===== config.mk =====
export PLATFORM = sky130hd
export DESIGN_NAME = mwc_exp_table
export DESIGN_NICKNAME = d
export VERILOG_FILES = /design/src/rtl/mwc_exp_table.sv
export SDC_FILE = /design/constraint.sdc
export NUM_CORES = 1
export LEC_CHECK = 0
export CAP_MARGIN = 20
export CORE_MARGIN = 1
export CORE_UTILIZATION = 60
export CTS_BUF_LIST = sky130_fd_sc_hd__clkbuf_8
export DETAILED_ROUTE_END_ITERATION = 12
export DONT_BUFFER_PORTS = 1
export HOLD_SLACK_MARGIN = 0.03
export PLACE_DENSITY = 0.76
export SLEW_MARGIN = 20
export SYNTH_ARGS = -nofsm -noshare
export SYNTH_HDL_FRONTEND = slang
export SYNTH_SLANG_ARGS = --single-unit

===== constraint.sdc =====
create_clock -name clk -period 6.95 [get_ports clk]
set_input_delay 1.0425 -clock clk [delete_from_list [all_inputs] [get_ports clk]]
set_output_delay 1.0425 -clock clk [all_outputs]
set_load 0.005 [all_outputs]

===== src/rtl/mwc_exp_table.sv =====
// Expected-store table: N_EXP entries of {address, data}, one synchronous
// write port and one combinational read port. Contents survive reset.
module mwc_exp_table #(
    parameter int AW    = 32,
    parameter int DW    = 32,
    parameter int N_EXP = 4,
    parameter int IW    = 2
) (
    input  logic          clk,
    input  logic          we,
    input  logic [IW-1:0] widx,
    input  logic [AW-1:0] waddr,
    input  logic [DW-1:0] wdata,
    input  logic [IW-1:0] ridx,
    output logic [AW-1:0] raddr,
    output logic [DW-1:0] rdata
);

    logic [AW-1:0] addr_mem [N_EXP];
    logic [DW-1:0] data_mem [N_EXP];

    logic widx_ok;
    logic ridx_ok;

    assign widx_ok = (32'(widx) < N_EXP);
    assign ridx_ok = (32'(ridx) < N_EXP);

    // Out-of-range indices are dropped on write and read back as zero.
    always_ff @(posedge clk) begin
        if (we && widx_ok) begin
            addr_mem[widx] <= waddr;
            data_mem[widx] <= wdata;
        end
    end

    assign raddr = ridx_ok ? addr_mem[ridx] : '0;
    assign rdata = ridx_ok ? data_mem[ridx] : '0;

endmodule


==> impl_results.md, run 1 <==
* Status: complete, no violations
* CTS resizes at 0
* Area growth syn-to-layout at 9.23%
* Floorplan core area at roughly 15000 um2
* Synth Net Count at 408
* FF/Latch Area at 7690 um2
* Layout Nets at 441
* Unique cell type count in the Yosys netlist at 10
* Post-DP HPWL at 7790 um
* Power density cells at 296 nW/um2
* Synth Cell Area at 9340 um2
* TritonCTS buffer count at 41
* Final hold viol count at 0
* Cell type with the largest total area after synthesis: edfxtp_1
* Die area at between 15000 and 20000 um2
* Root Buffer: clkbuf_8
* Detail Route Antenna Nets at 0
* FMAX at 0.370 GHz
* CP Capture Type: output port
* Critical path's top delay family: multiplexers
* GRT Residual Overflow at 0
* CP peak stage delay at between 0.5 and 0.6 ns
* Io pins at between 100 and 150
* Die X at 127 um
* Most common cell in the netlist: edfxtp_1
* Post-layout minimum cycle time at 2.70 ns
* Post-synth EDFFs at 256
* Slew Limit Fails at 0
* Row Count at 45
* Largest cells by area after synthesis: edfxtp_1, mux4_2, buf_12
* WP data required at about 5.9 ns
* Worst hold stages at 0
* Initial DRC count at 233
* Total GRT Usage at 0.188
* Critical Path Fanout Max at 64
* Worst-Margin Slew at 0.987 ns
* Clock tree buffer depth at 3
* CTS tree: yes
* First-pass GRT wire length at 22000 um
* Critical Path Start Type: input pin
* CP Class: input pin to output port
* Share of the synthesized area in the top cell type at 0.823
* Initial antenna violation count at 0
* Hold/Removal Path Class: input pin to flip-flop
* Seq/Total Area, Yosys at 0.823
* Ant. Diodes at 0
* Hold_buf cts at 0
* First-pass DRT Iterations at 4
* TritonCTS Sinks at about 260
* Port bufs at 0
* Leak pwr at 3.24 nW
* CTS H-tree depth at 2
* Largest net degree at the start of global routing at 65
* HP Start: waddr[29]
* Max IR drop VDD at 0.222 mV
* CP Depth at 1
* CP Cell Sequence: mux4_1
* Synth async-reset ratio at 0
* Finished Layout Cells at just under 600
* # DRC at 0
* Routed vias at 3592
* Die H at 127 um
* # Max-Cap Violations at 0
* CP bufs+invs at 0
* Setup violations, final at 0
* Hold Path Sink: addr_mem[3][29]$_DFFE_PP_
* Multi-input logic area at 1510 um2
* CTS clk-pin slew, worst paths at 0.06 ns
* Cells after Synth at about 340
* Filler cell count at just under 1000
* Setup Total Neg Slack at 0 ns
* Fin crit share at 0.389
* Initial core utilization at 0.614
* Syn Area/Cell at 27.6 um2
* Number of setup buffers added after CTS at 0
* RSZ-0062 raised after global routing: false
* Power, Total at 3.02 mW
* Layout cells sized above 1 at 0.284
* Routed WL per cell at 24.1 um
* Critical path data arrival time at 1.66 ns
* Placed cell count at 516
* Critical-path top delay cell: mux4_1
* Slew HR at 0.342
* Synth Flop Type: edfxtp_1
* Synth Register Bits at roughly 260
* Final WL at roughly 14000 um
* GPL Wtd Cong at 0.665
* Via density at 6.10
* Via count of the first global-routing pass at between 4000 and 5000
* Most instantiated cells after synthesis: edfxtp_1, mux4_2, buf_12, buf_2, mux4_1
* Yosys Warn Count at 0
-- layer usage --
layer  vias up  wire length, um  global-route usage
met3        18             1670              0.0991
li1       1556                -                   -
met4         0              196              0.0644
met1      1866             5390               0.224
met5         -                0                   0
met2       152             6970               0.298
-- cells by family (layout without fill, tap and decap cells) --
kind of cell           count (synthesis)  in the layout  synth area share
buffers and inverters                 14             77            0.0178
muxes                                 64             64             0.156
and+or+nand+nor                        4              4           0.00335
DFF                                  256            256             0.823
-- cell type report --
class / count / area share
clock buffers: 41 / 0.0553
repair buffers: 4 / 0.00540
clock inverters: 32 / 0.0153
flip-flops and latches: 256 / 0.753
multi-input cells: 68 / 0.148
well taps: 188 / 0.0231
-- state kept, by name, indices dropped and copies added (netlist names) --
register,flops
addr_mem,128
data_mem,128
-- worst max-delay path by stage --
stage                          endpoint     from  slack (ns)
6_report                       raddr[1]  ridx[0]        4.25
5_1_grt                        raddr[1]  ridx[0]        4.24
3_5_place_dp                   raddr[1]  ridx[0]        4.25
3_3_place_gp                   raddr[1]  ridx[0]        4.26
2_1_floorplan  addr_mem[0][0]$_DFFE_PP_  widx[1]        0.63
4_1_cts                        raddr[1]  ridx[0]        4.26
-- per-stage QoR --
step           setup WS, ns  area [um2]  hold WS, ns   util
3_5_place_dp           4.25        9480         1.14  0.624
3_3_place_gp           4.26        9440         1.14  0.621
4_1_cts                4.26       10200        0.582  0.671
2_1_floorplan         0.626        9340         1.14      -
6_report               4.25       10200        0.617  0.671
5_1_grt                4.24       10200        0.576  0.671
-- report_power, final --
group | switching, mW | leakage, nW | internal (mW)
clock | 0.526 | 0.420 | 0.586
combinational | 0.0484 | 0.467 | 0.0590
sequential | 0.0160 | 2.35 | 1.78
total | 0.590 | 3.24 | 2.43
-- layout by cell type, fill, tap and decap left out --
cell type	netlist	final
edfxtp_1	256	256
mux4_2	60	60
clkbuf_8	0	41
inv_1	0	16
clkinv_1	0	11
mux4_1	4	4
and3b_4	0	2
clkinvlp_4	0	2
clkinv_2	0	2
buf_12	6	2
buf_4	0	2
and3_4	0	1
nor3b_2	0	1
bufinv_16	0	1
(Power assumes the default switching activity.)
==> inputs of run 2 (changes only) <==
Settings changed: CORE_UTILIZATION 60 to 59, PLACE_DENSITY 0.76 to 0.78.
Clock period 6.95 ns to 2.2 ns, I/O delays scaled along.
==> run 2 against run 1 <==
Effect of this change: non-clock buffer count up 64; wire length up 5.2%; sequential power rose to 3.2 times the previous value; final cell count up 14%; power rose to 3.1 times the previous value; utilization up 3.8 points; largest power group unchanged.
==> impl_results.md, run 2 (synthesis gave the netlist of run 1 again) <==
* Placed cell count at 539
* Slew Limit Fails at 0
* Largest net degree at the start of global routing at 65
* Clock tree buffer depth at 3
* # Max-Cap Violations at 0
* CP peak stage delay at 0.53 ns
* Via count of the first global-routing pass at 4164
* First-pass DRT Iterations at 4
* TritonCTS buffer count at 40
* Final WL at between 10000 and 15000 um
* Top flop regs: addr_mem: 128 flops, data_mem: 128 flops
* Initial antenna violation count at 1
* Dpl ws at ~0.84 ns
* Leading cell type in the layout, fill and taps excluded: edfxtp_1
* Slew HR at 0.729
* Status: complete, no violations
* Util after Layout at 0.709
* Post-DP HPWL at between 8000 and 9000 um
* PnR worst setup slack at 0.433 ns
* Filler cell count at 916
* GPL Wtd Cong at 0.702
* Leak pwr at ~3.5 nW
* Critical-path top delay cell: mux4_1
* Hold/Removal Path Class: input pin to flip-flop
* Fin crit share at 0.803
* Port bufs at 0
* Root Buffer: clkbuf_8
* Post-layout minimum cycle time at around 1.8 ns
* Commonest non-fill, non-tap cells in the layout: edfxtp_1, dlygate4sd3_1, mux4_2
* FF/Latch Area at 7690 um2
* Via density at 5.71
* Routed vias at around 3800
* Layout cells sized above 1 at 0.245
* CP bufs+invs at 0
* Setup Total Neg Slack at 0 ns
* Critical Path Fanout Max at 1
* WP data required at 1.87 ns
* CTS tree: yes
* Initial DRC count at 251
* Max IR drop VDD at 0.525 mV
* Routed WL per cell at 22.2 um
* Dpl cell area at 9540 um2
* Critical path's top delay family: multiplexers
* Fin area at roughly 11000 um2
* Die area at roughly 16000 um2
* Multi-input logic area at 1510 um2
* Worst-Margin Slew at around 0.4 ns
* CP Class: flip-flop to output port
* Critical Path Start Type: flip-flop
* Minimum hold slack at ~0.27 ns
* Initial core utilization at 0.610
* Row Count at between 40 and 50
* CP Capture Type: output port
* Die X at 128 um
* Total GRT Usage at 0.192
* # DRC at 0
* Die H at between 100 and 150 um
* Finished Layout Cells at 673
* TritonCTS Sinks at 256
* Layout Nets at 504
* Power, Total at approximately 9.5 mW
* Critical path data arrival time at between 1 and 1.5 ns
* CTS clk-pin slew, worst paths at 0.06 ns
* CP Cell Sequence: mux4_1
* Floorplan core area at between 15000 and 20000 um2
* CTS H-tree depth at 2
* First-pass GRT wire length at 22800 um
* Final hold viol count at 0
* RSZ-0062 raised after global routing: false
* GRT Residual Overflow at 0
* Power density cells at 874 nW/um2
* FMAX at between 0.5 and 0.6 GHz
* Detail Route Antenna Nets at 0
* Area growth syn-to-layout at 16.3%
* Setup violations, final at 0
* Io pins at 134
[run 2: path summary, 6_finish.rpt]
check | start | to | slack (ns) | cells after the start
max | addr_mem[0][0]$_DFFE_PP_ | raddr[0] | 0.43 | 1
min | widx[1] | addr_mem[0][31]$_DFFE_PP_ | 0.27 | 2
[run 2: what timing repair did]
item                      in CTS  in global routing
buffers inserted               0                  0
gates resized for setup        0                  0
hold buffers                  64                  0
hold endpoints to repair     256                  0
[run 2: final cells by class]
type                    instances  area share
diodes                          1    0.000230
clock buffers                  41      0.0519
clock inverters                28      0.0104
multi-input cells              68       0.139
flip-flops and latches        256       0.708
well taps                     211      0.0243
repair buffers                 68      0.0663
[run 2: where the power goes]
| group | switching, mW | total [mW] | internal, mW |
|---|---|---|---|
| registers | 0.0524 | 5.68 | 5.63 |
| logic | 0.218 | 0.486 | 0.267 |
| clock network | 1.60 | 3.32 | 1.72 |
[run 2: layer usage]
layer  wire length [um]  up-vias  global-route usage
met3               1180       27              0.0605
met4                371        0              0.0907
met5                  0        -                   0
met2               7620      140               0.306
li1                   -     1686                   -
met1               5790     1992               0.245
